File: src/rtl/pot_scan_sched_pkg.sv
// Shared types and constants for the slide-pot A2D scan scheduler.
// Provides the scan order, the A2D channel map, FSM states and the hysteresis compare.
package pot_scan_sched_pkg;

    localparam int unsigned N_POT = 6;
    localparam int unsigned RES_W = 12;
    localparam int unsigned CH_W  = 3;

    // Scan order; the enum value is the index into the gain array.
    typedef enum logic [2:0] {
        LP  = 3'd0,
        B1  = 3'd1,
        B2  = 3'd2,
        B3  = 3'd3,
        HP  = 3'd4,
        VOL = 3'd5
    } pot_e;

    // A2D channel wired to each pot, indexed by pot_e.
    localparam logic [CH_W-1:0] POT_CHNL [N_POT] = '{3'd1, 3'd0, 3'd4, 3'd2, 3'd3, 3'd7};

    typedef enum logic [2:0] {
        IDLE  = 3'd0,
        START = 3'd1,
        WAIT  = 3'd2,
        UPD   = 3'd3,
        GAP   = 3'd4
    } sched_st_e;

    // True when the new sample differs from the held one by at least hyst counts.
    function automatic logic hyst_pass(input logic [RES_W-1:0] nv,
                                       input logic [RES_W-1:0] held,
                                       input int unsigned      hyst);
        logic signed [RES_W:0] diff;
        logic        [RES_W:0] mag;
        diff = $signed({1'b0, nv}) - $signed({1'b0, held});
        mag  = diff[RES_W] ? (RES_W+1)'(-diff) : (RES_W+1)'(diff);
        return 32'(mag) >= hyst;
    endfunction

    // Round-robin successor in the scan order.
    function automatic pot_e next_pot(input pot_e p);
        return (p == VOL) ? LP : pot_e'(3'(p + 3'd1));
    endfunction

endpackage

File: src/rtl/pot_scan_sched_if.sv
// Handshake between the scan scheduler and the SPI A2D engine.
// master = scheduler (issues conversions), slave = A2D engine (returns results).
interface pot_scan_sched_if;
    import pot_scan_sched_pkg::*;

    logic             strt_cnv;
    logic [CH_W-1:0]  chnnl;
    logic             cnv_cmplt;
    logic [RES_W-1:0] res;

    modport master (output strt_cnv, output chnnl, input cnv_cmplt, input res);
    modport slave  (input strt_cnv, input chnnl, output cnv_cmplt, output res);

endinterface

File: src/rtl/pot_scan_sched_timer.sv
// Shared down-counter used both as the conversion watchdog and the inter-conversion gap.
// A load of N-1 makes expired_c rise on the N-th cycle after the load cycle.
module pot_scan_sched_timer #(
    parameter int unsigned W = 13
) (
    input  logic         clk,
    input  logic         rst,
    input  logic         load,
    input  logic [W-1:0] load_val,
    output logic         expired_c
);

    logic [W-1:0] cnt;

    always_ff @(posedge clk) begin
        if (rst) begin
            cnt <= '0;
        end else if (load) begin
            cnt <= load_val;
        end else if (cnt != '0) begin
            cnt <= cnt - W'(1);
        end
    end

    assign expired_c = (cnt == '0);

endmodule

File: src/rtl/pot_scan_sched.sv
// Round-robin scheduler for the shared slide-pot A2D: sequences six conversions,
// applies hysteresis and holds one registered 12-bit gain per pot.
module pot_scan_sched
    import pot_scan_sched_pkg::*;
#(
    parameter int unsigned GAP_CYC = 512,
    parameter int unsigned TMO_CYC = 4096,
    parameter int unsigned HYST    = 4
) (
    input  logic                   clk,
    input  logic                   rst,
    input  logic                   en,
    pot_scan_sched_if.master       a2d,
    output logic [RES_W-1:0]       POT_LP,
    output logic [RES_W-1:0]       POT_B1,
    output logic [RES_W-1:0]       POT_B2,
    output logic [RES_W-1:0]       POT_B3,
    output logic [RES_W-1:0]       POT_HP,
    output logic [RES_W-1:0]       VOLUME,
    output logic                   gains_vld,
    output logic                   scan_done,
    output logic                   tmo_err
);

    localparam int unsigned TMR_MAX = (TMO_CYC > GAP_CYC) ? TMO_CYC : GAP_CYC;
    localparam int unsigned TMR_W   = $clog2(TMR_MAX + 1);
    localparam logic [TMR_W-1:0] TMO_LD = TMR_W'(TMO_CYC - 1);
    localparam logic [TMR_W-1:0] GAP_LD = TMR_W'(GAP_CYC - 1);

    sched_st_e        state;
    pot_e             idx;
    pot_e             idx_nxt_c;
    logic [N_POT-1:0] seen;
    logic [RES_W-1:0] gain [N_POT];
    logic [RES_W-1:0] res_q;
    logic             strt_q;
    logic [CH_W-1:0]  chnl_q;
    logic             last_c;
    logic             wr_ok_c;
    logic             tmr_load_c;
    logic [TMR_W-1:0] tmr_val_c;
    logic             tmr_expired_c;

    assign idx_nxt_c = next_pot(idx);
    assign last_c    = (idx == VOL);
    // First write to a channel bypasses hysteresis so the held value starts from a real sample.
    assign wr_ok_c   = !seen[idx] || hyst_pass(res_q, gain[idx], HYST);

    // Timer reload: watchdog on conversion start, gap on either exit from a conversion.
    always_comb begin
        tmr_load_c = 1'b0;
        tmr_val_c  = GAP_LD;
        unique case (state)
            START: begin
                tmr_load_c = 1'b1;
                tmr_val_c  = TMO_LD;
            end
            WAIT:    tmr_load_c = !a2d.cnv_cmplt && tmr_expired_c;
            UPD:     tmr_load_c = 1'b1;
            default: tmr_load_c = 1'b0;
        endcase
    end

    pot_scan_sched_timer #(.W(TMR_W)) u_timer (
        .clk       (clk),
        .rst       (rst),
        .load      (tmr_load_c),
        .load_val  (tmr_val_c),
        .expired_c (tmr_expired_c)
    );

    // Scheduler FSM with registered outputs.
    always_ff @(posedge clk) begin
        if (rst) begin
            state     <= IDLE;
            idx       <= LP;
            seen      <= '0;
            res_q     <= '0;
            strt_q    <= 1'b0;
            chnl_q    <= POT_CHNL[LP];
            gains_vld <= 1'b0;
            scan_done <= 1'b0;
            tmo_err   <= 1'b0;
            for (int unsigned i = 0; i < N_POT; i++) begin
                gain[i] <= '0;
            end
        end else begin
            strt_q    <= 1'b0;
            scan_done <= 1'b0;
            unique case (state)
                IDLE: begin
                    if (en) begin
                        strt_q <= 1'b1;
                        state  <= START;
                    end
                end
                START: begin
                    state <= WAIT;
                end
                WAIT: begin
                    // Completion takes priority over a same-cycle watchdog expiry.
                    if (a2d.cnv_cmplt) begin
                        res_q <= a2d.res;
                        state <= UPD;
                    end else if (tmr_expired_c) begin
                        tmo_err   <= 1'b1;
                        scan_done <= last_c;
                        state     <= GAP;
                    end
                end
                UPD: begin
                    if (wr_ok_c) begin
                        gain[idx] <= res_q;
                    end
                    seen[idx] <= 1'b1;
                    gains_vld <= &(seen | (N_POT'(1) << idx));
                    scan_done <= last_c;
                    state     <= GAP;
                end
                GAP: begin
                    if (tmr_expired_c) begin
                        idx    <= idx_nxt_c;
                        chnl_q <= POT_CHNL[idx_nxt_c];
                        if (en) begin
                            strt_q <= 1'b1;
                            state  <= START;
                        end else begin
                            state  <= IDLE;
                        end
                    end
                end
                default: state <= IDLE;
            endcase
        end
    end

    assign a2d.strt_cnv = strt_q;
    assign a2d.chnnl    = chnl_q;

    assign POT_LP = gain[LP];
    assign POT_B1 = gain[B1];
    assign POT_B2 = gain[B2];
    assign POT_B3 = gain[B3];
    assign POT_HP = gain[HP];
    assign VOLUME = gain[VOL];

endmodule

File: src/flat_wrapper.sv
// flat-port wrapper written by rule: the top's interface ports become plain ports
module pot_scan_sched_flat import pot_scan_sched_pkg::*;
#(
    parameter int unsigned GAP_CYC = 512,
    parameter int unsigned TMO_CYC = 4096,
    parameter int unsigned HYST    = 4
)
  (clk, rst, en, POT_LP, POT_B1, POT_B2, POT_B3, POT_HP, VOLUME, gains_vld, scan_done, tmo_err, a2d_strt_cnv, a2d_chnnl, a2d_cnv_cmplt, a2d_res);
  pot_scan_sched_if a2d_i ();
  input  logic clk;
  input  logic rst;
  input  logic en;
  output logic [RES_W-1:0] POT_LP;
  output logic [RES_W-1:0] POT_B1;
  output logic [RES_W-1:0] POT_B2;
  output logic [RES_W-1:0] POT_B3;
  output logic [RES_W-1:0] POT_HP;
  output logic [RES_W-1:0] VOLUME;
  output logic gains_vld;
  output logic scan_done;
  output logic tmo_err;
  output wire logic [$bits(a2d_i.strt_cnv)-1:0] a2d_strt_cnv;
  output wire logic [$bits(a2d_i.chnnl)-1:0] a2d_chnnl;
  input wire logic [$bits(a2d_i.cnv_cmplt)-1:0] a2d_cnv_cmplt;
  input wire logic [$bits(a2d_i.res)-1:0] a2d_res;
  assign a2d_strt_cnv = a2d_i.strt_cnv;
  assign a2d_chnnl = a2d_i.chnnl;
  assign a2d_i.cnv_cmplt = a2d_cnv_cmplt;
  assign a2d_i.res = a2d_res;
  pot_scan_sched #(.GAP_CYC(GAP_CYC), .TMO_CYC(TMO_CYC), .HYST(HYST)) u_core (.clk(clk), .rst(rst), .en(en), .a2d(a2d_i), .POT_LP(POT_LP), .POT_B1(POT_B1), .POT_B2(POT_B2), .POT_B3(POT_B3), .POT_HP(POT_HP), .VOLUME(VOLUME), .gains_vld(gains_vld), .scan_done(scan_done), .tmo_err(tmo_err));
endmodule
File: config.mk
export PLATFORM = sky130hd
export DESIGN_NAME = pot_scan_sched_flat
export DESIGN_NICKNAME = d
export VERILOG_FILES = /design/src/rtl/pot_scan_sched_pkg.sv /design/src/rtl/pot_scan_sched_if.sv /design/src/rtl/pot_scan_sched_timer.sv /design/src/rtl/pot_scan_sched.sv /design/src/flat_wrapper.sv
export SDC_FILE = /design/constraint.sdc
export NUM_CORES = 1
export LEC_CHECK = 0
export ABC_AREA = 1
export BUFFER_PORTS_ARGS = -buffer_cell sky130_fd_sc_hd__buf_2
export CAP_MARGIN = 20
export CORE_MARGIN = 4
export CORE_UTILIZATION = 55
export DETAILED_ROUTE_END_ITERATION = 12
export PLACE_DENSITY = 0.76
export SLEW_MARGIN = 20
export SYNTH_ARGS = -nofsm -noshare
export SYNTH_HDL_FRONTEND = slang
export SYNTH_SLANG_ARGS = --single-unit
File: constraint.sdc
create_clock -name clk -period 5.8 [get_ports clk]
set_clock_uncertainty 0.05 [all_clocks]
set_input_delay 1.74 -clock clk [delete_from_list [all_inputs] [get_ports clk]]
set_output_delay 1.74 -clock clk [all_outputs]
set_load 0.02 [all_outputs]
# ---- Yosys cells after proc, flatten, opt, wreduce, memory -nomap -nowiden
# Memory sizes are Yosys's and may differ from the RTL's. A register that Yosys moved wholly into a read port is not among the register bits.
# Cells that the tools add are included.
dict set report word_totals {
  ff_bits 41
  ramBits 72
  output_inout_bits 79
  rom_bits 24
  mem_count 2
  in_bits 16
  word_cells 80
}
dict set report classes {
  reduce_logical 16
  shifts 1
  bitwise 4
  add_sub_neg 4
  magnitude_cmp 3
  n_mux 33
  n_eq_ne 8
}
# memory depth word_bits rd rd_ports_with_merged_regs write_ports line
set memory_table {}
lappend memory_table {u_core.gain 6 12 7 1 6 pot_scan_sched.sv:34} ;# logic [RES_W-1:0] gain [N_POT];
lappend memory_table {{(no name shown)} 8 3 1 1 0 pot_scan_sched.sv:123} ;# chnl_q <= POT_CHNL[idx_nxt_c];
# op count
set ops {}
lappend ops {{two-way mux 13 bit} 3}
lappend ops {{two-way mux 12 bit} 2}
lappend ops {{two-way mux 3 bit} 8}
lappend ops {{case mux 3 bit (5 select lines)} 1}
lappend ops {{two-way mux 1 bit} 14}
lappend ops {{>= comparator 13 x 3 -> 1 bit (second input constant)} 1}
lappend ops {{zero test 13 bit} 1}
lappend ops {{negation 13 bit} 1}
lappend ops {{nonzero test 13 bit} 1}
lappend ops {{subtractor 12 x 12 -> 13 bit} 1}
lappend ops {{subtractor 13 x 1 -> 13 bit (second input constant)} 1}
lappend ops {{OR 6 bit} 2}
lappend ops {{OR reduction 12 bit} 1}
lappend ops {{equality test 3 x 2 -> 1 bit (second input constant)} 2}
lappend ops {{equality test 3 bit (second input constant)} 2}
lappend ops {{case mux 1 bit (2 select lines)} 3}
lappend ops {{AND reduction 3 bit} 2}
lappend ops {{AND reduction 6 bit} 1}
lappend ops {{<< shifter 1 x 3 -> 6 bit (first input constant)} 1}
lappend ops {{< comparator 3 x 4 -> 1 bit (second input constant)} 1}
lappend ops {{NOT 3 -> 4 bit} 1}
lappend ops {{AND reduction 2 bit} 2}
lappend ops {{adder 3 x 1 -> 3 bit (second input constant)} 1}
lappend ops {{binary-select mux 1 bit (select 3 bit)} 1}
lappend ops {{13 further kinds} 15}

# ---- Depth between registers and ports, before layout
# Gate-level depths: netlist of run 1.
dict set report logic_depth {
  depth_word 11
  ltp_mapped 29
  depth_no_buf 27
}

# ---- Modules after synthesis
# A second synthesis of run 1 with hierarchy kept.
dict set report unflattened {
  hier_cells 892
  hier_area_um2 7547.2
}
# module cells_each area_each_um2 n_inst seq_area_each_um2
set by_module_without_submodules {}
lappend by_module_without_submodules {pot_scan_sched 753 6605.1 1 3563.4}
lappend by_module_without_submodules {pot_scan_sched_timer 139 942.2 1 260.2}

# ---- Worst setup path before layout of run 1
# OpenSTA, ideal clock, no wires.
dict set report synth_timing {
  path_type {reg2reg}
  start {register with a tool-made name}
  end {memory u_core.gain[7][0] (enable)}
  arrival_ps 4135
  period_less_slack_ps 4597
  setup_time_ps 412
  required_ps 5338
  slack_ps 1203
  stages_incl_launch_ff 23
  cell_sequence {dfxtp_1 inv_1 clkbuf_1 clkbuf_1 o21ai_0 a31oi_1 ha_1 inv_1 fa_1 inv_1 nand2_1 and2_1 nor2_1 nand3_1 nor2_1 nand3_1 nand2_2 nand2_1 nand2_1 nand2_1 nand3_2 nand3_4 nor4_1}
}
# element line
set synth_rtl {}
lappend synth_rtl {{to (decl)} pot_scan_sched.sv:34}

==> results of run 1 <==
-- metrics by stage --
| step | power (mW) | cell area [um^2] | hold WS (ps) |
|---|---|---|---|
| 2_1_floorplan | 2.00 | 7290 | 401 |
| 3_3_place_gp | 2.20 | 7890 | 388 |
| 3_5_place_dp | 2.20 | 7890 | 413 |
| 4_1_cts | 3.21 | 8450 | 422 |
| 5_1_grt | 3.41 | 8450 | 465 |
| 6_report | 3.22 | 8450 | 425 |
-- per-layer routing --
layer / vias to the layer above / GRT usage (%) / part of all wire, % / routed length, um
met2: 342 / 41.0 / 47 / 8930
met4: 0 / 7.96 / 2.1 / 398
met3: 34 / 4.85 / 9.1 / 1730
li1: 2999 / - / - / -
met1: 2899 / 35.3 / 41 / 7820
met5: - / 0 / 0 / 0
-- cell type report --
class / count / area [um^2]
fill: 1021 / 4320
timing repair buffer: 102 / 531
tap: 172 / 215
multi-input combinational: 563 / 2960
clock inverter: 12 / 111
inverter: 95 / 359
clock buffer: 20 / 447
sequential: 143 / 3820
-- logic make-up after synthesis --
group	after synthesis	share of synthesized area [%]
adder cells (fa/ha/maj)	15	2.68
XOR/XNOR	7	0.842
AND/OR/NAND/NOR	365	23.3
flip-flops	143	52.5
buffers and inverters	126	7.06
AO/OA/AOI/OAI	176	13.7
-- power groups by stage --
stage / sequential, mW / combinational (mW) / clock [mW]
after floorplan: 1.31 / 0.689 / 0
after global placement: 1.29 / 0.900 / 0
after detailed placement: 1.29 / 0.905 / 0
after CTS: 1.27 / 0.912 / 1.03
after global routing: 1.29 / 1.04 / 1.08
final: 1.28 / 0.924 / 1.02
-- worst min-delay path by stage --
stage | to | cells after the start
global route | u_core.tmo_err$_SDFFE_PP0P_ | 2
detailed placement | u_core.tmo_err$_SDFFE_PP0P_ | 2
CTS | u_core.tmo_err$_SDFFE_PP0P_ | 2
finish | u_core.tmo_err$_SDFFE_PP0P_ | 2
floorplan | u_core.seen[3]$_SDFFE_PP0P_ | 2
global placement | u_core.tmo_err$_SDFFE_PP0P_ | 2
-- placed cells by master (no fill, tap or decap), types with 8 or more instances in the layout --
| cell type | count |
|---|---|
| sky130_fd_sc_hd__o21ai_0 | 90 |
| sky130_fd_sc_hd__nand3_1 | 37 |
| sky130_fd_sc_hd__inv_1 | 90 |
| sky130_fd_sc_hd__a21oi_1 | 37 |
| sky130_fd_sc_hd__nor2_1 | 150 |
| sky130_fd_sc_hd__buf_2 | 94 |
| sky130_fd_sc_hd__ha_1 | 14 |
| sky130_fd_sc_hd__a31oi_1 | 8 |
| sky130_fd_sc_hd__nor3_1 | 8 |
| sky130_fd_sc_hd__nand2_4 | 9 |
| sky130_fd_sc_hd__clkbuf_16 | 17 |
| sky130_fd_sc_hd__o221ai_1 | 13 |
| sky130_fd_sc_hd__nor2_2 | 18 |
| sky130_fd_sc_hd__nand2_2 | 11 |
| sky130_fd_sc_hd__edfxtp_1 | 96 |
| sky130_fd_sc_hd__o22ai_1 | 12 |
| sky130_fd_sc_hd__nand2_1 | 103 |
| sky130_fd_sc_hd__dfxtp_1 | 47 |
| sky130_fd_sc_hd__buf_4 | 8 |
-- flip-flops by register name (all words and copies together) (netlist names), named ones only --
register	cells
u_core.seen	6
u_core.tmo_err	1
u_core.u_timer.cnt	13
u_core.idx	3
u_core.a2d.chnnl	3
u_core.state	3
u_core.scan_done	1
u_core.gains_vld	1
u_core.gain	96
u_core.res_q	12
u_core.a2d.strt_cnv	1
-- cells in the mapped netlist, drive strengths merged, types with 2 or more instances --
cell	n	area (um^2)
inv	93	352
a21oi	38	194
a31oi	8	50.1
nand3	43	253
nor3	9	45.0
ha	14	175
a2111oi	2	17.5
nand3b	4	30.0
nor2	169	687
o21ai	93	469
o221ai	13	114
xor2	6	52.6
or2	3	21.3
nand4	6	37.5
dfxtp	47	941
nor4	3	18.8
edfxtp	96	2880
buf	4	53.8
clkinv	2	7.51
o22ai	12	75.1
o211ai	2	15.0
a211oi	4	30.0
and2	2	12.5
clkbuf	27	101
nand2	124	577
-- worst min-delay path, cell delays in order, from the launching register on --
cell and delay [ps]:
sky130_fd_sc_hd__dfxtp_1 310, sky130_fd_sc_hd__inv_1 50, sky130_fd_sc_hd__a21oi_1 60
==> results list, run 1 <==
- The run finished with clean final reports.
- Max stage delay on crit path: 560 ps
* Share of post-route cells with drive strength above 1: 20.1%
- The first detailed-routing pass ran for 6 iterations.
* Final net count: 953
- Minimum setup slack among reg-to-reg paths: around 720 ps
* TritonCTS clock tree: built
- Diodes inserted: 0
- Total power divided by cell area: 382 nW/um^2
* Die Area: 15200 um^2
- Yosys mapped a number of flops with a built-in enable equal to between 90 and 100.
* Post-place setup slack: 797 ps
- The number of buffers and inverters on the critical path is 5.
* Final hold violation count: 0
* Switching Fraction: 34.9%
- Clock latency on the worst-skew pair, taken at its later pin, is 420 ps.
- In this run, the number of DRC markers left after iteration 0 of detailed routing was 762.
- Crit-path leading delay family: simple AND/OR/NAND/NOR gates
- The initialized floorplan defines 41 standard-cell rows.
- Kind of end point of the critical path: flip-flop
- The worst setup path is of the reg2reg kind.
* Number of H-tree levels: 4
- Part of the power in combinational logic: 28.7%
- Vias after detailed routing: 6274
- Sequential cells account for 39.6% of the total power.
- Setup repair after global routing missed its margin: no
* Synth-to-layout area growth: 16.0%
* Height of the die: 123 um
* Unique cell type count in the Yosys netlist: 47
* Leakage: approximately 3.7 nW
- Counting flops and latches in the post-synthesis netlist gives 143.
* Syn. warnings: 0
- For this run, the leading register cell type out of synthesis is sky130_fd_sc_hd__edfxtp_1.
- The worst path meets setup with 721 ps of slack.
- In this run, placement finished with an instance count of 1075.
- The worst setup path is launched from a flip-flop.
- Input and output buffers added on the ports amount to 94.
- Async set-or-reset flop fraction in the synthesized netlist: 0%
- The finished layout holds 1107 standard cells, fillers aside.
- The critical path runs through a total of 26 cells.
- Entering global routing, the biggest net connects 49 pins.
- In this run the post-CTS setup repair buffer count came out at 0.
* Buffer cell driving the clock tree root: sky130_fd_sc_hd__clkbuf_16
* Routed wirelength normalized by instance count: 17.1 um
- Number of slew-limit violations in the final report: 0
- Vias in the first global route: 5720
* Via count normalized by instance count: 5.67
- Fmax: just under 200 MHz
- Total internal power: 2.10 mW
- Hold buffer count at CTS: 0
- Start point of the worst hold path: u_core.tmo_err$_SDFFE_PP0P_
* Post-CTS sizing: 0
* Maximum vdd drop: around 0.26 mV
* Max stage delay cell, worst path: sky130_fd_sc_hd__inv_1
* Number of nets produced by synthesis: 863
- In this run the standard cell core region covers 12800 um^2.
- Buffers from clock root to sink, at most: 2
- Initial Utilization: 57.0%
* Average size of a mapped cell: 8.76 um^2
- Measured on the finished design, the core utilization comes to 66.1%.
* Antenna violations before repair: 0
* Maximum fanout count along the critical path: 25
* Critical Path AT: between 5000 and 6000 ps
* Max_slew headroom: 36.0%
- The clock period could shrink to 5080 ps.
- The critical path ends at u_core.gain[1][10]$_SDFFCE_PN0P_.
- Across every metal layer, demand over resource in global routing totals 25.5%.
- Of the available clock period, the critical path in the final layout requires 87.6%.
* Final weighted congestion in routability-driven placement: 0.916
- Across the run, the number of max-cap violations was 0.
* Clock power frac: 31.7%
- Worst r2r dst: u_core.gain[1][10]$_SDFFCE_PN0P_
- Cell area after technology mapping: between 7000 and 8000 um^2
* Sequential area share after synthesis: between 50% and 60%
- Total global routing overflow: 0
- Adding up every negative setup slack in the final design gives 0 ps.
* Switching Power: 1.13 mW
- Number of antenna-violating nets in the routed design: 0
- Transition time at the pin with the least slew margin: 958 ps
* Drt total wl: 18.9 mm
- Clock transition at the registers of the reported paths: ~60 ps
- Buffers inserted during clock tree synthesis total 17.
- The first global-routing pass estimated 29.4 mm of wire.
- Number of sinks handled by clock tree synthesis: 143
- Worst hold path class: reg2reg
- Number of top-level pins: 95
- Measured along the x axis, the die boundary spans around 120 um.
* Post-synthesis cell count: 832
- Critical Path RT: 5840 ps
* Post-DP HPWL: ~14 mm
* Remaining DRCs: 0
* Final setup fails: 0
* Depth of the worst register-to-register path: 26
No activity file was read; power rests on OpenSTA's default activity.
==> run 2: changes to the inputs <==
--- a/config.mk
+++ b/config.mk
@@ -8,11 +8,12 @@
 export ABC_AREA = 1
 export BUFFER_PORTS_ARGS = -buffer_cell sky130_fd_sc_hd__buf_2
 export CAP_MARGIN = 20
-export CORE_MARGIN = 4
 export CORE_UTILIZATION = 55
+export CTS_BUF_LIST = sky130_fd_sc_hd__clkbuf_16
 export DETAILED_ROUTE_END_ITERATION = 12
 export PLACE_DENSITY = 0.76
 export SLEW_MARGIN = 20
 export SYNTH_ARGS = -nofsm -noshare
 export SYNTH_HDL_FRONTEND = slang
+export SYNTH_HIERARCHICAL = 1
 export SYNTH_SLANG_ARGS = --single-unit
==> results list, run 2 <==
- Total power divided by cell area: 396 nW/um^2 (+3.8%)
- The endpoint identified for the worst register-to-register timing path is u_core/gain[3][0]$_SDFFCE_PN0P_.
- Initial Utilization: 56.8% (-0.27 points)
* Setup repair after global routing missed its margin: no
- The slack of the worst reg-to-reg path is 710 ps (about the same).
* Start point of the worst hold path: u_core/tmo_err$_SDFFE_PP0P_
- Vias in the first global route: 6196 (+8.3%)
- The overall die width came to 119 um (-3.2%).
- The total number of nets in the final design came to 1024 (+7.5%).
- Clock transition at the registers of the reported paths: 60 ps (about the same)
- The max capacitance violation total was 0 (unchanged).
* Top cells by count, synth: sky130_fd_sc_hd__nor2_1, sky130_fd_sc_hd__nand2_1, sky130_fd_sc_hd__edfxtp_1, sky130_fd_sc_hd__o21ai_0, sky130_fd_sc_hd__inv_1
* TritonCTS clock tree: built
- TritonRoute pass-1 iters: 6 (unchanged)
- Transition time at the pin with the least slew margin: 867 ps (-90.6 ps)
* Hold buffer count at CTS: 0 (unchanged)
- The remaining global-route overflow is 0 (unchanged).
* Die Area: 14200 um^2 (-6.3%)
- In this design, the critical path's most frequently occurring cell is sky130_fd_sc_hd__nand2_1.
- The count of H-tree levels built during CTS came to 4 (unchanged).
- The portion of synthesized cell area occupied by the leading cell type is 38.2% (-1.4 points).
- The root buffer cell chosen for the clock tree is sky130_fd_sc_hd__clkbuf_16.
* Worst Hold Margin: 427 ps (+2.16 ps)
- Kind of start point of the critical path: flip-flop
* Kind of end point of the critical path: flip-flop
* Antenna violations before repair: 0 (unchanged)
- Leading registers by flop count: u_core/gain x96, u_core/u_timer/cnt x13, u_core/res_q x12
- The cell depth of the worst flop-to-flop path was 23 (-12%).
- First-pass GRT wire length: 32.2 mm (+9.4%)
* Global routing usage summed across all routing layers: 30.1% (+4.6 points)
- The post-route worst setup slack was 713 ps (-8.45 ps).
* Max stage delay cell, worst path: sky130_fd_sc_hd__inv_1
- The signal on the critical path passes through buf_4, inv_1, o21ai_0, o22ai_1, o21ai_0, ha_1, nand2_1, inv_1, a21oi_2, nand2_1, nand2_1, nand3_1, nand2_1, nand2_1, o21ai_1, nand2_1, nand2_1, nor2_1, nand3_2, nand3_4, inv_4, nand2_2, nand2_1.
* Number of top-level pins: 95 (unchanged)
* Iter 0 DRT Violations: 783 (+2.8%)
* Most common cell after layout, fill and taps aside: sky130_fd_sc_hd__nor2_1
* Number of synthesized flops with an enable pin: 96 (unchanged)
* Final setup fails: 0 (unchanged)
* Maximum fanout count along the critical path: 25 (unchanged)
- The largest stage delay on the critical path was 600 ps (+40 ps).
- Number of antenna-violating nets in the routed design: 0 (unchanged)
* Number of setup buffers added after CTS: 0 (unchanged)
* Unique cell type count in the Yosys netlist: 52 (+11%)
- Final-layout setup total negative slack: 0 ps (unchanged)
- The count of port buffers added during placement was 94 (unchanged).
- The number of remaining DRC errors was 0 (unchanged).
- Post-route minimum period: 5090 ps (+8.45 ps)
* Cell accounting for the most synthesized area: sky130_fd_sc_hd__edfxtp_1
- Site Rows: 42 (+2.4%)
* Final core area utilization: 66.0% (-0.12 points)
- Compared with the post-synthesis result, the final layout area differs by 16.3%.
- The number of instances on the worst hold path was 2 (unchanged).
- Post-CTS sizing: 0 (unchanged)
- The number of diodes added for antenna fixing is 0 (unchanged).
- Maximum vdd drop: 0.330 mV (+25%)
* Most frequent cell after synthesis: sky130_fd_sc_hd__nor2_1
- The clock insertion delay at the later pin of the skew report is 420 ps (about the same).
* Final hold violation count: 0 (unchanged)
- The global placer's final weighted congestion was 0.895 (-2.3%).
- Worst hold path class: reg2reg
* Buffers from clock root to sink, at most: 2 (unchanged)
* Max_slew headroom: 42.1% (+6.1 points)
- The endpoint required time on the critical path came to 5800 ps (-40 ps).
* Routed wirelength normalized by instance count: 17.2 um (+0.98%)
* Fin crit share: 87.7% (+0.15 points)
- Fmax: 197 MHz (-0.17%)
- Height of the die: 119 um (-3.2%)
- The static power due to leakage came to 3.86 nW (+4.3%).
* Share of post-route cells with drive strength above 1: 21.5% (+1.4 points)
- Cell area after technology mapping: 7550 um^2 (+3.6%)
- Final non-filler cell total: 1181 (+6.7%)
- Vias after detailed routing: 6630 (+5.7%)
- Number of slew-limit violations in the final report: 0 (unchanged)
- Flip-flop count of the largest register, all copies and words added: 96 (unchanged)
- Placed Cells: 1149 (+6.9%)
- The setup slack after placement came to 794 ps (-2.34 ps).
- Drt total wl: 20.3 mm (+7.7%)
* Leading cell types by total area after synthesis: sky130_fd_sc_hd__edfxtp_1, sky130_fd_sc_hd__dfxtp_1, sky130_fd_sc_hd__nor2_1
- Outcome: complete, no violations
* Post-synthesis cell count: 892 (+7.2%)
* Post-DP HPWL: 15.1 mm (+11%)
* Worst Hold End: u_core/tmo_err$_SDFFE_PP0P_
- The share of flip-flops with an asynchronous set or reset came to 0% (unchanged).
* Total clock buffers created by CTS: 17 (unchanged)
* Commonest non-fill, non-tap cells in the layout: sky130_fd_sc_hd__nor2_1, sky130_fd_sc_hd__nand2_1, sky130_fd_sc_hd__edfxtp_1
* Type of the worst setup path: reg2reg
- Synth Register Bits: 143 (unchanged)
* Average size of a mapped cell: 8.46 um^2 (-3.4%)
- Among all flip-flop cells after synthesis, the most frequent one is sky130_fd_sc_hd__edfxtp_1.
- Syn. warnings: 6 (+6)
* Core Box Area: 13300 um^2 (+4.1%)
- Critical Path AT: 5080 ps (-40 ps)
- Largest net degree at the start of global routing: 31 (-37%)
- Via count normalized by instance count: 5.61 (-0.95%)
- u_core/gain holds more flip-flops than any other register.
- Sequential area share after synthesis: 50.7% (-1.8 points)
- Number of sinks handled by clock tree synthesis: 143 (unchanged)
## run 2: stage by stage
stage               power [mW]  instance area (um^2)
floorplan                 2.17                  7580
global route              3.70                  8780
detailed placement        2.39                  8180
finish                    3.48                  8780
CTS                       3.49                  8780
global placement          2.38                  8180
## run 2: worst max-delay path by stage
stage	cells past startpoint	to	startpoint	slack, ps
floorplan	23	u_core/gain[7][0]$_DFFE_PP_	flip-flop	1250
global placement	24	u_core/gain[2][11]$_SDFFCE_PN0P_	flip-flop	870
detailed placement	23	u_core/gain[2][5]$_SDFFCE_PN0P_	flip-flop	790
CTS	23	u_core/gain[0][0]$_SDFFCE_PN0P_	flip-flop	820
global route	22	u_core/gain[3][1]$_SDFFCE_PN0P_	flip-flop	240
finish	23	u_core/gain[3][0]$_SDFFCE_PN0P_	flip-flop	710
## run 2: layer usage
| layer | vias up | share of wire (%) | global-route usage (%) |
|---|---|---|---|
| li1 | 3180 | - | - |
| met1 | 3074 | 41 | 38.2 |
| met2 | 327 | 48 | 49.3 |
| met3 | 49 | 7.7 | 5.60 |
| met4 | 0 | 4.2 | 14.9 |
| met5 | - | 0 | 0 |
## run 2: layout make-up
class	count	area, um^2
multi-input combinational	626	3220
clock buffer	17	425
sequential	143	3820
tap	176	220
clock inverter	15	171
timing repair buffer	103	538
fill	1091	4520
inverter	101	384
## run 2: critical path: cells and delay by family, from the launching register on
kind | cells | cell delay (ps)
adders and majority gates | 1 | 430
and+or+nand+nor | 13 | 1700
buffers and inverters | 4 | 1100
DFF | 1 | 300
AOI/OAI and AO/OA | 5 | 1110
## run 2: logic make-up after synthesis
kind of cell / count (synthesis) / share of synthesized area [%]
compound gates: 173 / 13.3
xor+xnor: 3 / 0.348
fa+ha+maj: 16 / 2.75
buf+inv: 131 / 7.28
flops: 143 / 50.7
other cells: 2 / 0.0995
simple gates: 424 / 25.6
## run 2: power by group
group / switching (mW) / internal (mW) / leakage, nW / total (mW)
clock network: 0.427 / 0.674 / 0.286 / 1.10
logic: 0.751 / 0.372 / 2.23 / 1.12
registers: 0.0800 / 1.17 / 1.35 / 1.25
==> run 3: changes to the inputs <==
--- a/config.mk
+++ b/config.mk
@@ -10,6 +10,7 @@
 export CAP_MARGIN = 20
 export CORE_UTILIZATION = 55
 export CTS_BUF_LIST = sky130_fd_sc_hd__clkbuf_16
+export CTS_CLUSTER_DIAMETER = 30
 export DETAILED_ROUTE_END_ITERATION = 12
 export PLACE_DENSITY = 0.76
 export SLEW_MARGIN = 20
==> constraint.sdc (replaced) <==
create_clock -name clk -period 5.75 [get_ports clk]
set_clock_uncertainty 0.05 [all_clocks]
set_input_delay 1.725 -clock clk [delete_from_list [all_inputs] [get_ports clk]]
set_output_delay 1.725 -clock clk [all_outputs]
set_load 0.02 [all_outputs]
==> results list, run 3 (same netlist as run 2, synthesis figures left out) <==
- The first-pass iteration count of the detailed router was 5 (-1).
* Fin crit share: 84.9% (-2.8 points)
- Largest net degree at the start of global routing: 49 (+58%)
- The power per cell area came to 404 nW/um^2 (+2.0%).
- Worst Hold End: u_core/tmo_err$_SDFFE_PP0P_
- Start point of the worst hold path: u_core/tmo_err$_SDFFE_PP0P_
- The number of placed instances, taps included was 1148 (-0.087%).
- Number of H-tree levels: 4 (unchanged)
* Via count normalized by instance count: 5.59 (-0.50%)
* Die Area: 14200 um^2 (unchanged)
- The overall die width was 119 um (unchanged).
* Critical Path RT: 5760 ps (-40 ps)
- The largest fanout of any net on the critical path was 24 (-4.0%).
- Global routing usage summed across all routing layers: 30.3% (+0.24 points)
* Hold path cells: 2 (unchanged)
* Setup repair after global routing missed its margin: no
- The top cell types in the final layout, fill and taps aside, are sky130_fd_sc_hd__nor2_1, sky130_fd_sc_hd__nand2_1, sky130_fd_sc_hd__edfxtp_1.
- The post-detailed-routing wire length came to 20.5 mm (+1.0%).
- Height of the die: 119 um (unchanged)
- Transition time at the pin with the least slew margin: 848 ps (-19.7 ps)
- Flip-flop count of the largest register, all copies and words added: 96 (unchanged)
- Number of setup buffers added after CTS: 0 (unchanged)
- The post-detailed-placement half-perimeter wirelength was 15.0 mm (-0.68%).
- Total clock buffers created by CTS: 17 (unchanged)
- Core Box Area: 13300 um^2 (unchanged)
* Maximum vdd drop: 0.346 mV (+4.8%)
- The remaining global-route overflow came to 0 (unchanged).
- The largest stage delay on the critical path is 580 ps (-20 ps).
- The number of diodes added for antenna fixing came to 0 (unchanged).
- Vias in the first global route: 6199 (+0.048%)
* Share of post-route cells with drive strength above 1: 21.6% (+0.12 points)
- The quantity of hold-fixing buffers added after cts came to 0 (unchanged).
- Post-CTS sizing: 0 (unchanged)
- The register clock-pin slew on the reported worst setup and hold paths came to 70 ps (about the same).
- Count of port buffers added during placement: 94 (unchanged)
- The number of slew-limit violations in the final report is 0 (unchanged).
- Outcome: complete, no violations
- Site Rows: 42 (unchanged)
* Initial Utilization: 56.8% (unchanged)
* Worst hold path class: reg2reg
- Routed wirelength normalized by instance count: 17.4 um (+1.1%)
- Vias after detailed routing: 6591 (-0.59%)
- Buffer cell driving the clock tree root: sky130_fd_sc_hd__clkbuf_16
* Minimum setup slack among reg-to-reg paths: 870 ps (+150 ps)
- The hold violation total from the final report was 0 (unchanged).
* Final non-filler cell total: 1180 (-0.085%)
- Number of sinks handled by clock tree synthesis: 143 (unchanged)
- The number of antenna violations at the first check in global routing came to 0 (unchanged).
- Worst r2r dst: u_core/gain[0][2]$_SDFFCE_PN0P_
- The worst setup path is launched from a flip-flop.
- The cell depth of the worst flop-to-flop path is 25 (+8.7%).
- The arrival time of the worst setup path came to 4890 ps (-190 ps).
- Final net count: 1023 (-0.098%)
* Final-layout setup total negative slack: 0 ps (unchanged)
* Remaining DRCs: 0 (unchanged)
- Number of max-capacitance violations reported: 0 (unchanged)
- Type of the worst setup path: reg2reg
* Iter 0 DRT Violations: 667 (-15%)
- Leading registers by flop count: u_core/gain x96, u_core/u_timer/cnt x13, u_core/res_q x12
* Buffers from clock root to sink, at most: 2 (unchanged)
- For this design, the slowest cell found on the critical path is sky130_fd_sc_hd__inv_1.
- TritonCTS built the clock tree.
- Number of top-level pins: 95 (unchanged)
- Most common cell after layout, fill and taps aside: sky130_fd_sc_hd__nor2_1
* Leakage: 3.87 nW (+0.29%)
- From synthesis to final layout, the design area changed by 16.6%.
- The global placer's final weighted congestion was 0.935 (+4.5%).
- The number of routed nets with antenna violations came to 0 (unchanged).
- The final critical-path required period came to 4880 ps (-203 ps).
- By instance count, the cell type seen most on the critical path is sky130_fd_sc_hd__nand2_1.
* Kind of end point of the critical path: flip-flop
- Source-to-sink clock delay at the later pin of the worst-skew pair: 430 ps (about the same)
- Fmax: 205 MHz (+4.2%)
- First-pass GRT wire length: 32.5 mm (+1.1%)
- Counting flops per register, the top entry is u_core/gain.
- The setup violation total in the final timing report came to 0 (unchanged).
* Max_slew headroom: 43.3% (+1.2 points)
==> run 3: changes by cell type in the layout (fill, tap and decap cells not counted) <==
cell	delta
sky130_fd_sc_hd__buf_12	+1
sky130_fd_sc_hd__buf_4	-2
sky130_fd_sc_hd__bufinv_16	-1
sky130_fd_sc_hd__clkinv_2	-2
sky130_fd_sc_hd__clkinv_8	+1
sky130_fd_sc_hd__clkinvlp_2	-1
sky130_fd_sc_hd__clkinvlp_4	-2
sky130_fd_sc_hd__inv_1	-2
sky130_fd_sc_hd__inv_6	+5
sky130_fd_sc_hd__inv_8	+2
==> run 3: worst max-delay path by stage <==
| stage | to | cells past startpoint | slack (ps) | from |
|---|---|---|---|---|
| 3_5_place_dp | u_core/gain[0][11]$_SDFFCE_PN0P_ | 25 | 940 | flip-flop |
| 6_report | u_core/gain[0][2]$_SDFFCE_PN0P_ | 25 | 870 | flip-flop |
| 5_1_grt | u_core/gain[3][1]$_SDFFCE_PN0P_ | 25 | 410 | flip-flop |
| 3_3_place_gp | u_core/gain[2][7]$_SDFFCE_PN0P_ | 26 | 1020 | flip-flop |
| 2_1_floorplan | u_core/gain[7][0]$_DFFE_PP_ | 23 | 1200 | flip-flop |
| 4_1_cts | u_core/gain[0][2]$_SDFFCE_PN0P_ | 25 | 920 | flip-flop |
==> run 3: cell type report <==
| class | count | area, um^2 |
|---|---|---|
| clock inverters | 15 | 186 |
| repair buffers | 102 | 543 |
| flip-flops and latches | 143 | 3820 |
| multi-input cells | 626 | 3220 |
| well taps | 176 | 220 |
| clock buffers | 17 | 425 |
| fillers | 1105 | 4500 |
| inverters | 101 | 384 |
==> run 3: worst max-delay path: cells and delay by family (launching register included) <==
family / cells / cell delay, ps
and+or+nand+nor: 17 / 2130
adders and majority gates: 2 / 560
DFF: 1 / 310
buffers and inverters: 3 / 890
AOI/OAI and AO/OA: 3 / 570
==> run 3: metal layers <==
metal	vias to the layer above	GRT usage [%]	share of wire, %
met4	0	18.8	5.2
li1	3181	-	-
met5	-	0	0
met3	64	5.70	7.2
met1	2993	37.8	41
met2	353	48.7	47
==> run 3: through the flow <==
step / setup slack, ps / cell area, um^2 / total power, mW / hold WS [ps] / utilization (%)
after global routing: 409 / 8800 / 3.76 / 441 / 66.2
after detailed placement: 944 / 8190 / 2.42 / 406 / 61.6
after CTS: 923 / 8800 / 3.56 / 424 / 66.2
after global placement: 1020 / 8190 / 2.40 / 401 / 61.6
after floorplan: 1200 / 7580 / 2.19 / 400 / -
final: 866 / 8800 / 3.56 / 432 / 66.2
==> run 3: power by group <==
part           switching [mW]  leakage, nW  total [mW]  internal [mW]
logic                   0.774         2.23        1.15          0.377
clock network           0.482        0.294        1.14          0.660
registers              0.0803         1.35        1.26           1.18
